$ cat config.mk
export PLATFORM = sky130hd
export DESIGN_NAME = stopwatch_control
export DESIGN_NICKNAME = d
export VERILOG_FILES = /design/src/rtl/stopwatch_control.sv
export SDC_FILE = /design/constraint.sdc
export NUM_CORES = 1
export LEC_CHECK = 0
export CAP_MARGIN = 40
export CELL_PAD_IN_SITES_DETAIL_PLACEMENT = 1
export CELL_PAD_IN_SITES_GLOBAL_PLACEMENT = 2
export CORE_MARGIN = 5
export CORE_UTILIZATION = 45
export CTS_BUF_LIST = sky130_fd_sc_hd__clkbuf_8
export CTS_CLUSTER_SIZE = 28
export DETAILED_ROUTE_END_ITERATION = 7
export GPL_ROUTABILITY_DRIVEN = 0
export PLACE_DENSITY_LB_ADDON = 0.2
export SYNTH_ARGS = -nofsm -noshare
export SYNTH_HDL_FRONTEND = slang
export SYNTH_HIERARCHICAL = 1
export SYNTH_SLANG_ARGS = --single-unit
$ cat constraint.sdc
create_clock -name CLOCK_50 -period 3.4 [get_ports CLOCK_50]
set_clock_uncertainty 0.2 [all_clocks]
set_input_delay 0.51 -clock CLOCK_50 [delete_from_list [all_inputs] [get_ports CLOCK_50]]
set_output_delay 0.51 -clock CLOCK_50 [all_outputs]
set_load 0.005 [all_outputs]
$ cat src/rtl/stopwatch_control.sv
// Stopwatch control and time base.
// Conditions the start and clear pushbuttons, sequences IDLE/RUN/PAUSED and
// produces the hundredths tick and the clear pulse for the BCD counter chain.

// Per-key input conditioning: two-flop synchroniser, then a debounce counter
// that accepts a level change only after DB_CYCLES consecutive differing
// samples. A press is a one-cycle pulse on the accepted 1->0 transition.
module stopwatch_key_filter #(
  parameter int DB_CYCLES = 500_000
) (
  input  logic clk,
  input  logic rst_n,
  input  logic key_n,
  output logic press
);

  localparam int CW = (DB_CYCLES > 1) ? $clog2(DB_CYCLES) : 1;
  localparam logic [CW-1:0] CNT_LAST = CW'(DB_CYCLES - 1);

  logic          sync_meta;
  logic          sync_key;
  logic          level;
  logic [CW-1:0] cnt;

  // Bring the asynchronous key into the clock domain.
  always_ff @(posedge clk or negedge rst_n) begin
    // NOTE: every flop gets an explicit reset value; released (1) for the
    // synchroniser so a reset never looks like a press edge.
    if (!rst_n) begin
      sync_meta <= 1'b1;
      sync_key  <= 1'b1;
    end else begin
      // NOTE: non-blocking so sync_key takes the pre-edge sync_meta, giving
      // two real flop stages instead of one collapsed wire.
      sync_meta <= key_n;
      sync_key  <= sync_meta;
    end
  end

  // Debounce: restart on any sample matching the accepted level, flip the
  // level after DB_CYCLES consecutive mismatches, flag a press on 1->0.
  always_ff @(posedge clk or negedge rst_n) begin
    if (!rst_n) begin
      cnt   <= '0;
      level <= 1'b1;
      press <= 1'b0;
    end else begin
      press <= 1'b0;
      if (sync_key == level) begin
        cnt <= '0;
      end else if (cnt == CNT_LAST) begin
        cnt   <= '0;
        level <= sync_key;
        press <= ~sync_key;
      end else begin
        cnt <= cnt + CW'(1);
      end
    end
  end

endmodule

module stopwatch_control #(
  parameter int CLK_HZ    = 50_000_000,
  parameter int TICK_HZ   = 100,
  parameter int DB_CYCLES = 500_000
) (
  input  logic CLOCK_50,
  input  logic reset_n,
  input  logic key_start_n,
  input  logic key_clear_n,
  output logic tick,
  output logic running,
  output logic clear
);

  localparam int DIV = CLK_HZ / TICK_HZ;
  localparam int PW  = (DIV > 1) ? $clog2(DIV) : 1;
  localparam logic [PW-1:0] PS_LAST = PW'(DIV - 1);

  typedef enum logic [1:0] {
    ST_IDLE   = 2'b00,
    ST_RUN    = 2'b01,
    ST_PAUSED = 2'b10
  } state_t;

  state_t        state;
  state_t        state_next;
  logic          start_press;
  logic          clear_press;
  logic [PW-1:0] prescale;
  logic          wrap;

  stopwatch_key_filter #(.DB_CYCLES(DB_CYCLES)) u_start_key (
    .clk   (CLOCK_50),
    .rst_n (reset_n),
    .key_n (key_start_n),
    .press (start_press)
  );

  stopwatch_key_filter #(.DB_CYCLES(DB_CYCLES)) u_clear_key (
    .clk   (CLOCK_50),
    .rst_n (reset_n),
    .key_n (key_clear_n),
    .press (clear_press)
  );

  // State register.
  always_ff @(posedge CLOCK_50 or negedge reset_n) begin
    if (!reset_n) begin
      state <= ST_IDLE;
    end else begin
      state <= state_next;
    end
  end

  // Next state: start toggles RUN/PAUSED (IDLE starts), clear always wins.
  always_comb begin
    // NOTE: hold the current state by default so every path assigns
    // state_next and no latch is inferred.
    state_next = state;
    case (state)
      ST_IDLE:   if (start_press) state_next = ST_RUN;
      ST_RUN:    if (start_press) state_next = ST_PAUSED;
      ST_PAUSED: if (start_press) state_next = ST_RUN;
      default:   state_next = ST_IDLE;
    endcase
    if (clear_press) begin
      state_next = ST_IDLE;
    end
  end

  // Output decode: running follows the state register directly.
  always_comb begin
    running = (state == ST_RUN);
  end

  // A wrap only happens when RUN continues across the edge; leaving RUN at
  // the terminal count holds the prescaler at DIV-1 so resume ticks at once.
  assign wrap = (state == ST_RUN) && (state_next == ST_RUN) && (prescale == PS_LAST);

  // Prescaler with registered tick and clear pulses.
  always_ff @(posedge CLOCK_50 or negedge reset_n) begin
    if (!reset_n) begin
      prescale <= '0;
      tick     <= 1'b0;
      clear    <= 1'b0;
    end else begin
      tick  <= wrap;
      clear <= clear_press;
      if (clear_press) begin
        prescale <= '0;
      end else begin
        case (state)
          ST_RUN: begin
            if (prescale == PS_LAST) begin
              if (state_next == ST_RUN) begin
                prescale <= '0;
              end
            end else begin
              prescale <= prescale + PW'(1);
            end
          end
          ST_PAUSED: prescale <= prescale;
          default:   prescale <= '0;
        endcase
      end
    end
  end

endmodule

==> flow_summary.yaml <==
synth:
  synth_area_um2: 3620
  synth_edf_count: 0
  synth-seq-area-share_pct: 47.91
  synthCells: 371
  yosysUniqueCellTypes: 49
  yosysWarnings: 6
  postSynthAreaPerCell_um2: 9.757
  async_flop_share_pct: 100.0
  synthFlopType: "dfrtp_1"
  synth_seq_cells: 69
  syn_nets: 378
detailed_routing:
  drcViolationCount: 0
  wirelength_mm: 8.376
  first_pass_iters: 4
  vias_per_cell: 5.809
  drt-wirelength-per-cell_um: 17.38
  drtIter0Drc: 62
  drtAntennaViolNets: 0
  vias: 2800
flow_run:
  maxCapViolations: 0
floorplan:
  dieArea_um2: 9937
  dieHeight_um: 99.69
  start_util_pct: 46.60
  rows: 32
  die-width_um: 99.69
  io_pins: 7
  core_um2: 7767
setup_path:
  worstPathRequired_ps: 3460
  crit_arrival_ps: 2560
  r2r.worst_path.cells: 7
  rr_endpoint: "prescale[14]"
  r2r_slack_ps: 900
  worst-setup-path-type: "reg -> reg"
  r2r-start: "prescale[0]"
  worstSetupEndpointType: "flop"
  cp_max_fo: 18
  start_kind: "flop"
sta:
  tns_ps: 0
  fmax_mhz: 399.5
  min_period_ps: 2503
  hold_violations: 3
  hold-worst-slack_ps: -3.417
  maxSlewHeadroom_pct: 49.63
  tightestPinTransition_ps: 755.5
  rsz0062_at_grt: "no"
  finalSetupViolCount: 0
  post-route-period-util_pct: 73.63
  finalMaxSlewViolations: 0
cells_and_area:
  final_common_cell: "dfrtp_1"
  most-common-layout-cells: "dfrtp_1, nor2_1, nand2_1"
  final_layout_size_suffix_gt1_share_pct: 11.84
  area_growth_pct: 9.990
  fillerInstances: 886
  n_antenna_cell: 0
  nets: 382
clocking:
  cts_tree: "done"
  cts_buffers: 9
  clk_pin_slew_ps: 80
  cts_max_level: 3
  worstSkewPairLatency_ps: 340
  root_buffer: "clkbuf_8"
  cts.path.max_buffers: 2
  clock-sinks: 69
  cts_setup_buffers: 0
  cts_resized: 0
  cts_hold_buf: 0
status:
  outcome: "finished with violations"
  violations: "negative hold slack"
grt:
  grt_pass1_wl_mm: 14.52
  grt_max_degree: 29
  grt_pass1_vias: 2929
  grt_usage_pct: 18.00
  overflow: 0
  antenna_found_initial: 0
power_and_ir_drop:
  ir_drop_mv: 0.2585
  pwr_density_cell_nw_per_um2: 430.4
  p_leak_nw: 1.508
min_path:
  hp-class: "in -> async"
placed_design:
  dp_hpwl_mm: 5.674
  port_buffers: 6
-- cell type report --
type / instances / area, µm² / area share, %
sequential: 69 / 1734 / 43.56
multi-input combinational: 275 / 1744 / 43.81
tap: 102 / 127.6 / 3.206
timing repair buffer: 9 / 85.08 / 2.137
clock buffer: 10 / 137.6 / 3.457
clock inverter: 6 / 111.4 / 2.797
inverter: 11 / 41.29 / 1.037
-- report_power, final --
part / internal [mW] / switching, mW
registers: 0.830 / 0.0111
clock network: 0.508 / 0.323
logic: 0.0115 / 0.0306
-- kinds of logic (layout without fill, tap and decap cells) --
| kind of cell | after synthesis | after routing | share of synthesized area, % |
|---|---|---|---|
| xor+xnor | 32 | 32 | 7.743 |
| flops | 69 | 69 | 47.91 |
| mux | 3 | 3 | 0.8987 |
| compound gates | 52 | 52 | 11.03 |
| buf+inv | 27 | 36 | 3.906 |
| fa+ha+maj | 3 | 3 | 1.037 |
| simple gates | 185 | 185 | 27.48 |
-- metal layers --
metal / wire [µm] / vias up / GRT usage (%)
met5: 0 / - / 0
met4: 88 / 0 / 4.517
met3: 212 / 9 / 3.857
met2: 4006 / 40 / 28.42
met1: 4068 / 1399 / 25.21
li1: - / 1352 / -
-- worst max-delay path: stages, from the launching register on --
cell and delay (ps):
dfrtp_1 430, ha_1 300, nand4_4 150, nor4_4 70, a21oi_2 610, buf_8 240
or2b_1 230, a31oi_1 180
-- cell usage after synthesis (4+ instances only) --
master	n	share of area [%]
and3_1	4	0.69
nor4_1	8	1.4
xnor2_1	24	5.8
o21ai_0	5	0.69
xor2_1	8	1.9
or2b_1	5	1.0
inv_1	11	1.1
nand4_1	21	3.6
a31oi_1	18	3.1
nand3_1	21	2.9
nor2_1	47	4.9
a41oi_1	4	0.97
dfrtp_1	63	44
nor4b_1	4	0.97
dfstp_2	6	4.4
a21oi_1	9	1.2
buf_6	4	1.2
clkbuf_1	4	0.41
nand2_1	35	3.6
nor3_1	18	2.5
-- worst max path at each step --
stage | start | endpoint
after CTS | prescale[0] | prescale[14]
final | prescale[0] | prescale[14]
after global placement | prescale[0] | prescale[13]
after detailed placement | prescale[0] | prescale[14]
after global routing | prescale[0] | prescale[14]
after floorplan | prescale[1] | prescale[15]
-- flip-flops by register name, indices dropped and copies added, names as in the netlist --
signal / count
u_start_key/level: 1
u_start_key/sync_key: 1
u_start_key/cnt: 19
tick: 1
u_start_key/sync_meta: 1
u_clear_key/sync_meta: 1
u_start_key/press: 1
u_clear_key/press: 1
u_clear_key/level: 1
state: 2
clear: 1
u_clear_key/cnt: 19
prescale: 19
u_clear_key/sync_key: 1
-- per-stage QoR --
step / total power, mW / area (µm²) / instances / util (%) / setup WS [ps]
floorplan: 0.8723 / 3620 / 371 / - / 1397
CTS: 1.744 / 3981 / 482 / 51.26 / 898.0
finish: 1.714 / 3981 / 482 / 51.26 / 896.7
detailed placement: 0.9009 / 3732 / 466 / 48.05 / 906.7
global route: 1.796 / 3981 / 482 / 51.26 / 722.4
global placement: 0.8989 / 3717 / 465 / 47.86 / 786.3
Note: power is estimated with default switching activity, not from simulation.
